$ cat src/rtl/uart_tx_frame_pkg.sv
// Shared UART definitions: TX state encoding, line levels and parity-type encodings
// (the parity encodings are also used by the RX parity checker).
package uart_tx_frame_pkg;

  typedef enum logic [2:0] {
    StIdle   = 3'd0,
    StStart  = 3'd1,
    StData   = 3'd2,
    StParity = 3'd3,
    StStop   = 3'd4
  } tx_state_e;

  localparam logic StartBit  = 1'b0;
  localparam logic StopBit   = 1'b1;
  localparam logic IdleLevel = 1'b1;

  localparam logic ParEven = 1'b0;
  localparam logic ParOdd  = 1'b1;

endpackage

$ cat src/rtl/uart_tx_serializer.sv
// Load-on-accept shift register and bit counter; ser_done_o pulses on the shift that
// puts the last payload bit on the line.
module uart_tx_serializer #(
  parameter int unsigned DataWidth = 8
) (
  input  logic                 clk_i,
  input  logic                 rst_ni,
  input  logic                 load_i,
  input  logic [DataWidth-1:0] data_i,
  input  logic                 shift_i,
  output logic                 bit_o,
  output logic                 ser_done_o
);

  localparam int unsigned CntW = (DataWidth > 1) ? $clog2(DataWidth) : 1;
  localparam logic [CntW-1:0] LastCnt = CntW'(DataWidth - 1);

  logic [DataWidth-1:0] shift_q, shift_d;
  logic [CntW-1:0]      cnt_q, cnt_d;

  always_comb begin
    shift_d = shift_q;
    cnt_d   = cnt_q;
    if (load_i) begin
      shift_d = data_i;
      cnt_d   = '0;
    end else if (shift_i) begin
      shift_d = shift_q >> 1;
      cnt_d   = (cnt_q == LastCnt) ? '0 : cnt_q + CntW'(1);
    end
  end

  always_ff @(posedge clk_i or negedge rst_ni) begin
    if (!rst_ni) begin
      shift_q <= '0;
      cnt_q   <= '0;
    end else begin
      shift_q <= shift_d;
      cnt_q   <= cnt_d;
    end
  end

  assign bit_o      = shift_q[0];
  assign ser_done_o = shift_i && (cnt_q == LastCnt);

endmodule

$ cat src/rtl/uart_tx_frame.sv
// UART transmitter: one bit per clk; start, LSB-first data, optional parity, one stop bit.
// TX_OUT and Busy are registered and change only with the FSM state.
module uart_tx_frame
  import uart_tx_frame_pkg::*;
#(
  parameter int unsigned DATA_WIDTH = 8
) (
  input  logic                  clk,
  input  logic                  rst,
  input  logic [DATA_WIDTH-1:0] P_DATA,
  input  logic                  DATA_VALID,
  input  logic                  PAR_EN,
  input  logic                  PAR_TYP,
  output logic                  TX_OUT,
  output logic                  Busy
);

  tx_state_e state_q, state_d;
  logic      tx_q, tx_d;
  logic      busy_q, busy_d;
  logic      par_en_q, par_en_d;
  logic      par_bit_q, par_bit_d;
  logic      last_q, last_d;
  logic      accept, shift, ser_bit, ser_done;

  uart_tx_serializer #(
    .DataWidth(DATA_WIDTH)
  ) u_serializer (
    .clk_i     (clk),
    .rst_ni    (rst),
    .load_i    (accept),
    .data_i    (P_DATA),
    .shift_i   (shift),
    .bit_o     (ser_bit),
    .ser_done_o(ser_done)
  );

  always_comb begin
    state_d   = state_q;
    tx_d      = tx_q;
    busy_d    = busy_q;
    par_en_d  = par_en_q;
    par_bit_d = par_bit_q;
    last_d    = last_q;
    accept    = 1'b0;
    shift     = 1'b0;

    // tx_d/busy_d describe the state being entered, so the line is flop-driven.
    case (state_q)
      StIdle: begin
        tx_d   = IdleLevel;
        busy_d = 1'b0;
        accept = DATA_VALID;
      end
      StStart: begin
        state_d = StData;
        tx_d    = ser_bit;
        shift   = 1'b1;
        last_d  = ser_done;
      end
      StData: begin
        if (last_q) begin
          last_d = 1'b0;
          if (par_en_q) begin
            state_d = StParity;
            tx_d    = par_bit_q;
          end else begin
            state_d = StStop;
            tx_d    = StopBit;
          end
        end else begin
          tx_d   = ser_bit;
          shift  = 1'b1;
          last_d = ser_done;
        end
      end
      StParity: begin
        state_d = StStop;
        tx_d    = StopBit;
      end
      StStop: begin
        state_d = StIdle;
        tx_d    = IdleLevel;
        busy_d  = 1'b0;
        accept  = DATA_VALID;
      end
      default: begin
        state_d = StIdle;
        tx_d    = IdleLevel;
        busy_d  = 1'b0;
        last_d  = 1'b0;
      end
    endcase

    // Leaving STOP with a request pending goes straight to START (back-to-back frames).
    if (accept) begin
      state_d   = StStart;
      tx_d      = StartBit;
      busy_d    = 1'b1;
      last_d    = 1'b0;
      par_en_d  = PAR_EN;
      par_bit_d = (PAR_TYP == ParEven) ? ^P_DATA : ~^P_DATA;
    end
  end

  always_ff @(posedge clk or negedge rst) begin
    if (!rst) begin
      state_q   <= StIdle;
      tx_q      <= IdleLevel;
      busy_q    <= 1'b0;
      par_en_q  <= 1'b0;
      par_bit_q <= 1'b0;
      last_q    <= 1'b0;
    end else begin
      state_q   <= state_d;
      tx_q      <= tx_d;
      busy_q    <= busy_d;
      par_en_q  <= par_en_d;
      par_bit_q <= par_bit_d;
      last_q    <= last_d;
    end
  end

  assign TX_OUT = tx_q;
  assign Busy   = busy_q;

endmodule

$ cat config.mk
export PLATFORM = sky130hd
export DESIGN_NAME = uart_tx_frame
export DESIGN_NICKNAME = d
export VERILOG_FILES = /design/src/rtl/uart_tx_frame_pkg.sv /design/src/rtl/uart_tx_serializer.sv /design/src/rtl/uart_tx_frame.sv
export SDC_FILE = /design/constraint.sdc
export NUM_CORES = 1
export LEC_CHECK = 0
export BUFFER_PORTS_ARGS = -buffer_cell sky130_fd_sc_hd__buf_4
export CAP_MARGIN = 20
export CORE_MARGIN = 2
export CORE_UTILIZATION = 49
export DETAILED_ROUTE_END_ITERATION = 7
export MAX_ROUTING_LAYER = met4
export PLACE_DENSITY = 0.73
export SLEW_MARGIN = 40
export SYNTH_ARGS = -nofsm -noshare
export SYNTH_HDL_FRONTEND = slang
export SYNTH_HIERARCHICAL = 1
export SYNTH_SLANG_ARGS = --single-unit
$ cat constraint.sdc
create_clock -name clk -period 1.7 [get_ports clk]
set_clock_uncertainty 0.15 [all_clocks]
set_input_delay 0.34 -clock clk [delete_from_list [all_inputs] [get_ports clk]]
set_output_delay 0.34 -clock clk [all_outputs]
set_load 0.1 [all_outputs]
==> Word-level counts from Yosys, hierarchy flattened <==
Index checks and enable logic that the tools add are counted.
{ "op_classes": {"n_reduce_logical": 9, "muxes": 22, "n_eq_ne": 9, "addsub": 1} }
{ "op_table": {"columns": ["op", "count"], "rows": [
  ["$mux W3", 6],
  ["$mux W8", 2],
  ["$pmux W3 S4", 1],
  ["$mux W1", 10],
  ["$reduce_xnor A8 Y1", 1],
  ["$reduce_xor A8 Y1", 1],
  ["$eq A3 B2 Y1 const B", 2],
  ["$eq A3 B3 Y1 const B", 2],
  ["$reduce_or A3 Y1", 2],
  ["$ne A2 B1 Y1 const B", 2],
  ["$pmux W1 S2", 2],
  ["$add A3 B1 Y3 const B", 1],
  ["$eq A3 B1 Y1 const B", 1],
  ["$logic_not A3 Y1", 1],
  ["$ne A3 B3 Y1 const B", 1],
  ["$pmux W1 S3", 1],
  ["$ne A2 B2 Y1 const B", 1],
  ["$reduce_and A2 Y1", 1],
  ["$reduce_bool A2 Y1", 1],
  ["$reduce_or A2 Y1", 1],
  ["$logic_and A1 B1 Y1", 1]
]} }
{ "word_totals": {"out_inout_bits": 2, "input_bits": 13, "elab_cells": 49, "register_bits": 19} }

==> Longest topological paths before layout <==
{ "depth": {"word_depth": 6, "mapped_depth": 10, "depth_no_buf": 8} }

==> Modules after synthesis <==
Netlist, hierarchy kept.
{ "modules_own_cells": {"columns": ["mod", "seq_area_each_um2", "cells_per_inst", "n_inst", "area_per_inst_um2"], "rows": [
  ["uart_tx_serializer", 275.3, 49, 1, 523.0],
  ["uart_tx_frame", 201.4, 47, 1, 451.7]
]} }

==> Worst setup path before layout <==
OpenSTA, ideal clock, no wires.
{ "synth_timing": {"kind": "register to register", "start": "reg state_q[1]", "end": "reg last_q", "path_stages_with_launch": 11, "setup_slack_ns": -0.159, "path_buffers": 2, "t_arrival_ns": 1.626, "path_cell_list": "dfrtp_1 > buf_2 > nand2b_1 > o21a_1 > nor2_1 > buf_4 > and2_1 > mux2i_1 > nor2_1 > a21oi_1 > o21ai_0"} }
{ "synth_between": {"elab_chain_cells": 6, "word_cells_on_any_way": 14, "cone_classes": "eq/ne (5); mux (5); reduce/logical (4)"} }
{ "synth_rtl": {"columns": ["element", "line", "source"], "rows": [
  ["start, declared", "uart_tx_frame.sv:18", "tx_state_e state_q, state_d;"],
  ["start signal, assigned", "uart_tx_frame.sv:108", "state_q <= StIdle;"],
  ["start signal, assigned", "uart_tx_frame.sv:115", "state_q <= state_d;"],
  ["$eq A3 B2 Y1 or $eq A3 B1 Y1 (tied branches)", "uart_tx_frame.sv:49", "case (state_q)"],
  ["$pmux W1 S2 (*)", "uart_tx_frame.sv:49", null],
  ["net shift", "uart_tx_frame.sv:24", "logic accept, shift, ser_bit, ser_done;"],
  ["$logic_and A1 B1 Y1 (*)", "uart_tx_serializer.sv:44", "assign ser_done_o = shift_i && (cnt_q == LastCnt);"],
  ["net ser_done", "uart_tx_frame.sv:24", null],
  ["$mux W1", "uart_tx_frame.sv:62", "if (last_q) begin"],
  ["$pmux W1 S3 (*)", "uart_tx_frame.sv:49", null],
  ["$mux W1 (*)", "uart_tx_frame.sv:96", "if (accept) begin"],
  ["end signal, assigned", "uart_tx_frame.sv:120", "last_q <= last_d;"],
  ["end, declared", "uart_tx_frame.sv:23", "logic last_q, last_d;"]
]} }
The timed path passes the listed nets; every way through them passes the cells marked *.
A chain may end at the register's enable or synchronous reset.

==> Worst setup path in the final report <==
{ "layout_timing": {"start": "reg state_q[0]", "end": "reg u_serializer.shift_q[3]"} }
{ "layout_between": {"word_cells_on_any_way": 9, "cone_classes": "eq/ne (3); mux (3); reduce/logical (3)"} }
{ "layout_lines": {"columns": ["element", "line", "source"], "rows": [
  ["$eq A3 B2 Y1 or $eq A3 B1 Y1 (tied branches)", "uart_tx_frame.sv:49", null],
  ["$pmux W1 S2 (*)", "uart_tx_frame.sv:49", null],
  ["net shift", "uart_tx_frame.sv:24", null],
  ["$reduce_bool A2 Y1 (no source line) (*)", null, null],
  ["end signal, assigned", "uart_tx_serializer.sv:38", "shift_q <= shift_d;"],
  ["end, declared", "uart_tx_serializer.sv:18", "logic [DataWidth-1:0] shift_q, shift_d;"]
]} }
Marks and branches as above.

==> key figures <==
Min path
  – Worst Hold Class: in -> reg

Global routing
  – Vias in the first global route: 740
  – Gr ovfl total: 0
  – Antenna violations before repair: 0
  – GRT Util Overall: 0.185
  – Pin count of the biggest net entering global routing: 20
  – Global-route wire length before repair: 3310 µm

Route
  – Iteration-0 DRC Markers: 6
  – Routed vias: between 700 and 800
  – First-pass DRT Iterations: 4
  – Wire per inst: 12.4 µm
  – Vias per cell: 5.03
  – DRC viols: 0
  – Antenna viol nets, final: 0
  – Routed WL: about 1800 µm

Synthesis
  – Post-Syn Nets: 111
  – Sequential share of the synthesized area: 0.489
  – Async set-reset flop share out of synthesis: 1.00
  – Average cell area after synthesis: 10.2 µm²
  – Mapped Cells: 96
  – Synth cell types: 23
  – Synth Register Bits: 19
  – Synthesized area: 975 µm²
  – Synth Flop Type: dfrtp_1
  – Post-synth EDFFs: 0
  – Synth warn: 6

Final layout
  – Layout cells sized above 1: 0.288
  – Ant diodes: 0
  – Fillcell total: 179
  – P&R area growth vs syn: 25.9%
  – Post-Route Utilization: 0.639
  – Fin nets: 134

Setup path
  – Largest stage delay on the critical path: 0.46 ns
  – Delay-heaviest family, CP: flip-flops
  – Crit path max fanout: 9
  – CP Buf/Inv Count: 1
  – CP required: 1.74 ns
  – CP Capture Type: flip-flop
  – CP Class: reg -> reg
  – Startpoint types: flip-flop
  – Arrival time of the worst setup path: 1.68 ns
  – CP cell instances: nand2b_4 > o21a_1 > nor2_4 > buf_6 > mux2i_1 > o21ai_1
  – CP max-delay cell: dfrtp_2

Timing
  – Period utilisation layout: 0.968
  – Slew @ Worst Pin: between 0.2 and 0.3 ns
  – RSZ-0062 raised after global routing: yes
  – Setup violations, final: 0
  – Fmax: 607 MHz
  – Final Hold Vio Count: 0
  – Post-route minimum period: between 1.5 and 2 ns
  – Final Max Tran Viols: 0
  – Slew HR: 0.816

Floorplan
  – # rows: 16
  – Die X: just under 50 µm
  – Core Area: 0.00192 mm²
  – IO Count: 15
  – Initial Util: 0.507
  – DIE AREA: 0.00236 mm²
  – Die Span Y: 48.6 µm

Placement
  – Detailed placement HPWL: 1350 µm
  – IO Port Bufs: 14
  – Routability cong.: between 0.7 and 0.8

Power and ir drop
  – Tot Pwr: roughly 2.1 mW
  – Pwr/cell area: 1700 mW/mm²
  – Leakage power: around 0.58 nW
  – Peak VDD IR: ~0.001 V

Clock network
  – Clock Latency Late Sink: a little under 0.3 ns
  – TritonCTS clock tree: built
  – Clk buf depth: 2
  – Root buffer cell: clkbuf_4
  – Clock transition at path regs: 0.11 ns
  – Clock sink count: 19
  – CTS buffer count: 3
  – H-tree levels: 1

Job
  – Max-capacitance violation count: 0

Run status
  – Status: complete, no violations
==> cell families (layout without fill, tap and decap cells) <==
kind of cell             after synthesis  in the layout  synth area share
AND/OR/NAND/NOR                       32             32             0.160
multiplexers                          11             11             0.114
flip-flops                            19             19             0.489
buffers and inverters                  7             29            0.0347
XOR/XNOR                               7              7            0.0770
AO/OA/AOI/OAI                         18             18            0.0988
adder cells (fa/ha/maj)                2              2            0.0257
==> stage by stage <==
step	cell area (µm²)	setup TNS, ns	hold slack, ns	setup slack (ns)	cells
floorplan	995	-0.00590	-0.106	-0.00590	96
global placement	1160	0	0.0740	0.0561	139
detailed placement	1160	0	0.0800	0.00140	139
CTS	1200	0	0.116	0.0114	144
global route	1230	-0.183	0.116	-0.0416	145
finish	1230	0	0.120	0.0538	145
==> placed cells by master, fill, tap and decap left out <==
| cell type | netlist | layout |
|---|---|---|
| a21oi_1 | 5 | 5 |
| a221oi_1 | 1 | 1 |
| and2_4 | 0 | 1 |
| buf_12 | 0 | 1 |
| buf_4 | 1 | 19 |
| buf_6 | 0 | 1 |
| clkbuf_4 | 0 | 3 |
| clkinv_2 | 0 | 1 |
| dfrtp_1 | 18 | 16 |
| dfrtp_2 | 0 | 2 |
| dfstp_2 | 1 | 1 |
| dlygate4sd3_1 | 0 | 1 |
| ha_1 | 2 | 1 |
| ha_2 | 0 | 1 |
| inv_1 | 3 | 3 |
| mux2_2 | 1 | 1 |
| mux2i_1 | 10 | 10 |
| nand2_1 | 11 | 11 |
| nand2b_1 | 8 | 6 |
| nand2b_4 | 0 | 2 |
| nand3_1 | 1 | 1 |
| nand3b_1 | 2 | 2 |
| nor2_1 | 8 | 7 |
| nor2_4 | 0 | 1 |
| o21a_1 | 1 | 1 |
| o21ai_0 | 2 | 1 |
| o21ai_1 | 9 | 10 |
| or3b_1 | 1 | 1 |
| xnor2_1 | 4 | 4 |
| xnor3_1 | 1 | 1 |
| xor2_1 | 2 | 2 |
==> area by class of cell <==
class | instances | area (µm²) | share of cell area
sequential | 19 | 479 | 0.390
clock inverter | 1 | 5.00 | 0.00408
tap | 27 | 33.8 | 0.0275
inverter | 3 | 11.3 | 0.00917
timing repair buffer | 22 | 184 | 0.150
multi-input combinational | 70 | 492 | 0.401
clock buffer | 3 | 22.5 | 0.0183
==> flip-flops by register name, summed over array words and instances, names as in the netlist <==
name / flops
u_serializer/shift_q: 8
Busy: 1
TX_OUT: 1
u_serializer/cnt_q: 3
state_q: 3
par_bit_q: 1
par_en_q: 1
last_q: 1
==> synth_stat cells, types with 2 or more instances <==
cell type / number / area share
ha_1: 2 / 0.026
buf_2: 3 / 0.015
dfrtp_1: 18 / 0.46
inv_1: 3 / 0.012
nor2_1: 8 / 0.031
xnor2_1: 4 / 0.036
a21oi_1: 5 / 0.026
o21ai_1: 9 / 0.046
mux2i_1: 10 / 0.10
xor2_1: 2 / 0.018
nand2b_1: 8 / 0.051
o21ai_0: 2 / 0.010
nand2_1: 11 / 0.042
nand3b_1: 2 / 0.015
==> routing by layer <==
metal | share of wire | vias to the layer above | GRT usage
li1 | - | 365 | -
met1 | 0.46 | 356 | 0.243
met2 | 0.51 | 7 | 0.297
met3 | 0.023 | 2 | 0.0370
met4 | 0.0067 | 0 | 0.0429
met5 | 0 | - | -
==> final timing paths <==
| path | slack [ns] | cells after the start | end | startpoint |
|---|---|---|---|---|
| min in group asynchronous | 0.31 | 2 | par_en_q$_DFFE_PN0P_ | rst |
| worst max register to register | 0.05 | 6 | u_serializer/shift_q[3]$_DFFE_PN0P_ | state_q[0]$_DFFE_PN0P_ |
| worst min-delay path | 0.12 | 3 | u_serializer/shift_q[0]$_DFFE_PN0P_ | P_DATA[0] |
| worst min register to register | 0.36 | 2 | TX_OUT$_DFF_PN1_ | u_serializer/shift_q[0]$_DFFE_PN0P_ |
| max in group asynchronous | 0.83 | 2 | TX_OUT$_DFF_PN1_ | rst |
| worst max-delay path | 0.05 | 6 | u_serializer/shift_q[3]$_DFFE_PN0P_ | state_q[0]$_DFFE_PN0P_ |
==> timing repair <==
| item | in CTS | in global routing |
|---|---|---|
| pin swaps | 0 | 1 |
| hold endpoints to repair | 18 | 0 |
| buffers inserted | 0 | 1 |
| hold buffers | 1 | 0 |
| resized for setup | 1 | 5 |
| setup endpoints to repair | 3 | 9 |
==> worst reg2reg max path: cells and delay by family, from the launching register on <==
kind	cells	cell delay [ns]
buf+inv	1	0.17
simple gates	2	0.28
compound gates	2	0.28
mux	1	0.21
flops	1	0.46
==> power by group <==
part | switching [mW] | leakage [nW] | internal, mW
Combinational | 0.569 | 0.323 | 0.493
Clock | 0.141 | 0.0177 | 0.0874
Sequential | 0.141 | 0.237 | 0.658
Note: power is estimated with default switching activity, not from simulation.
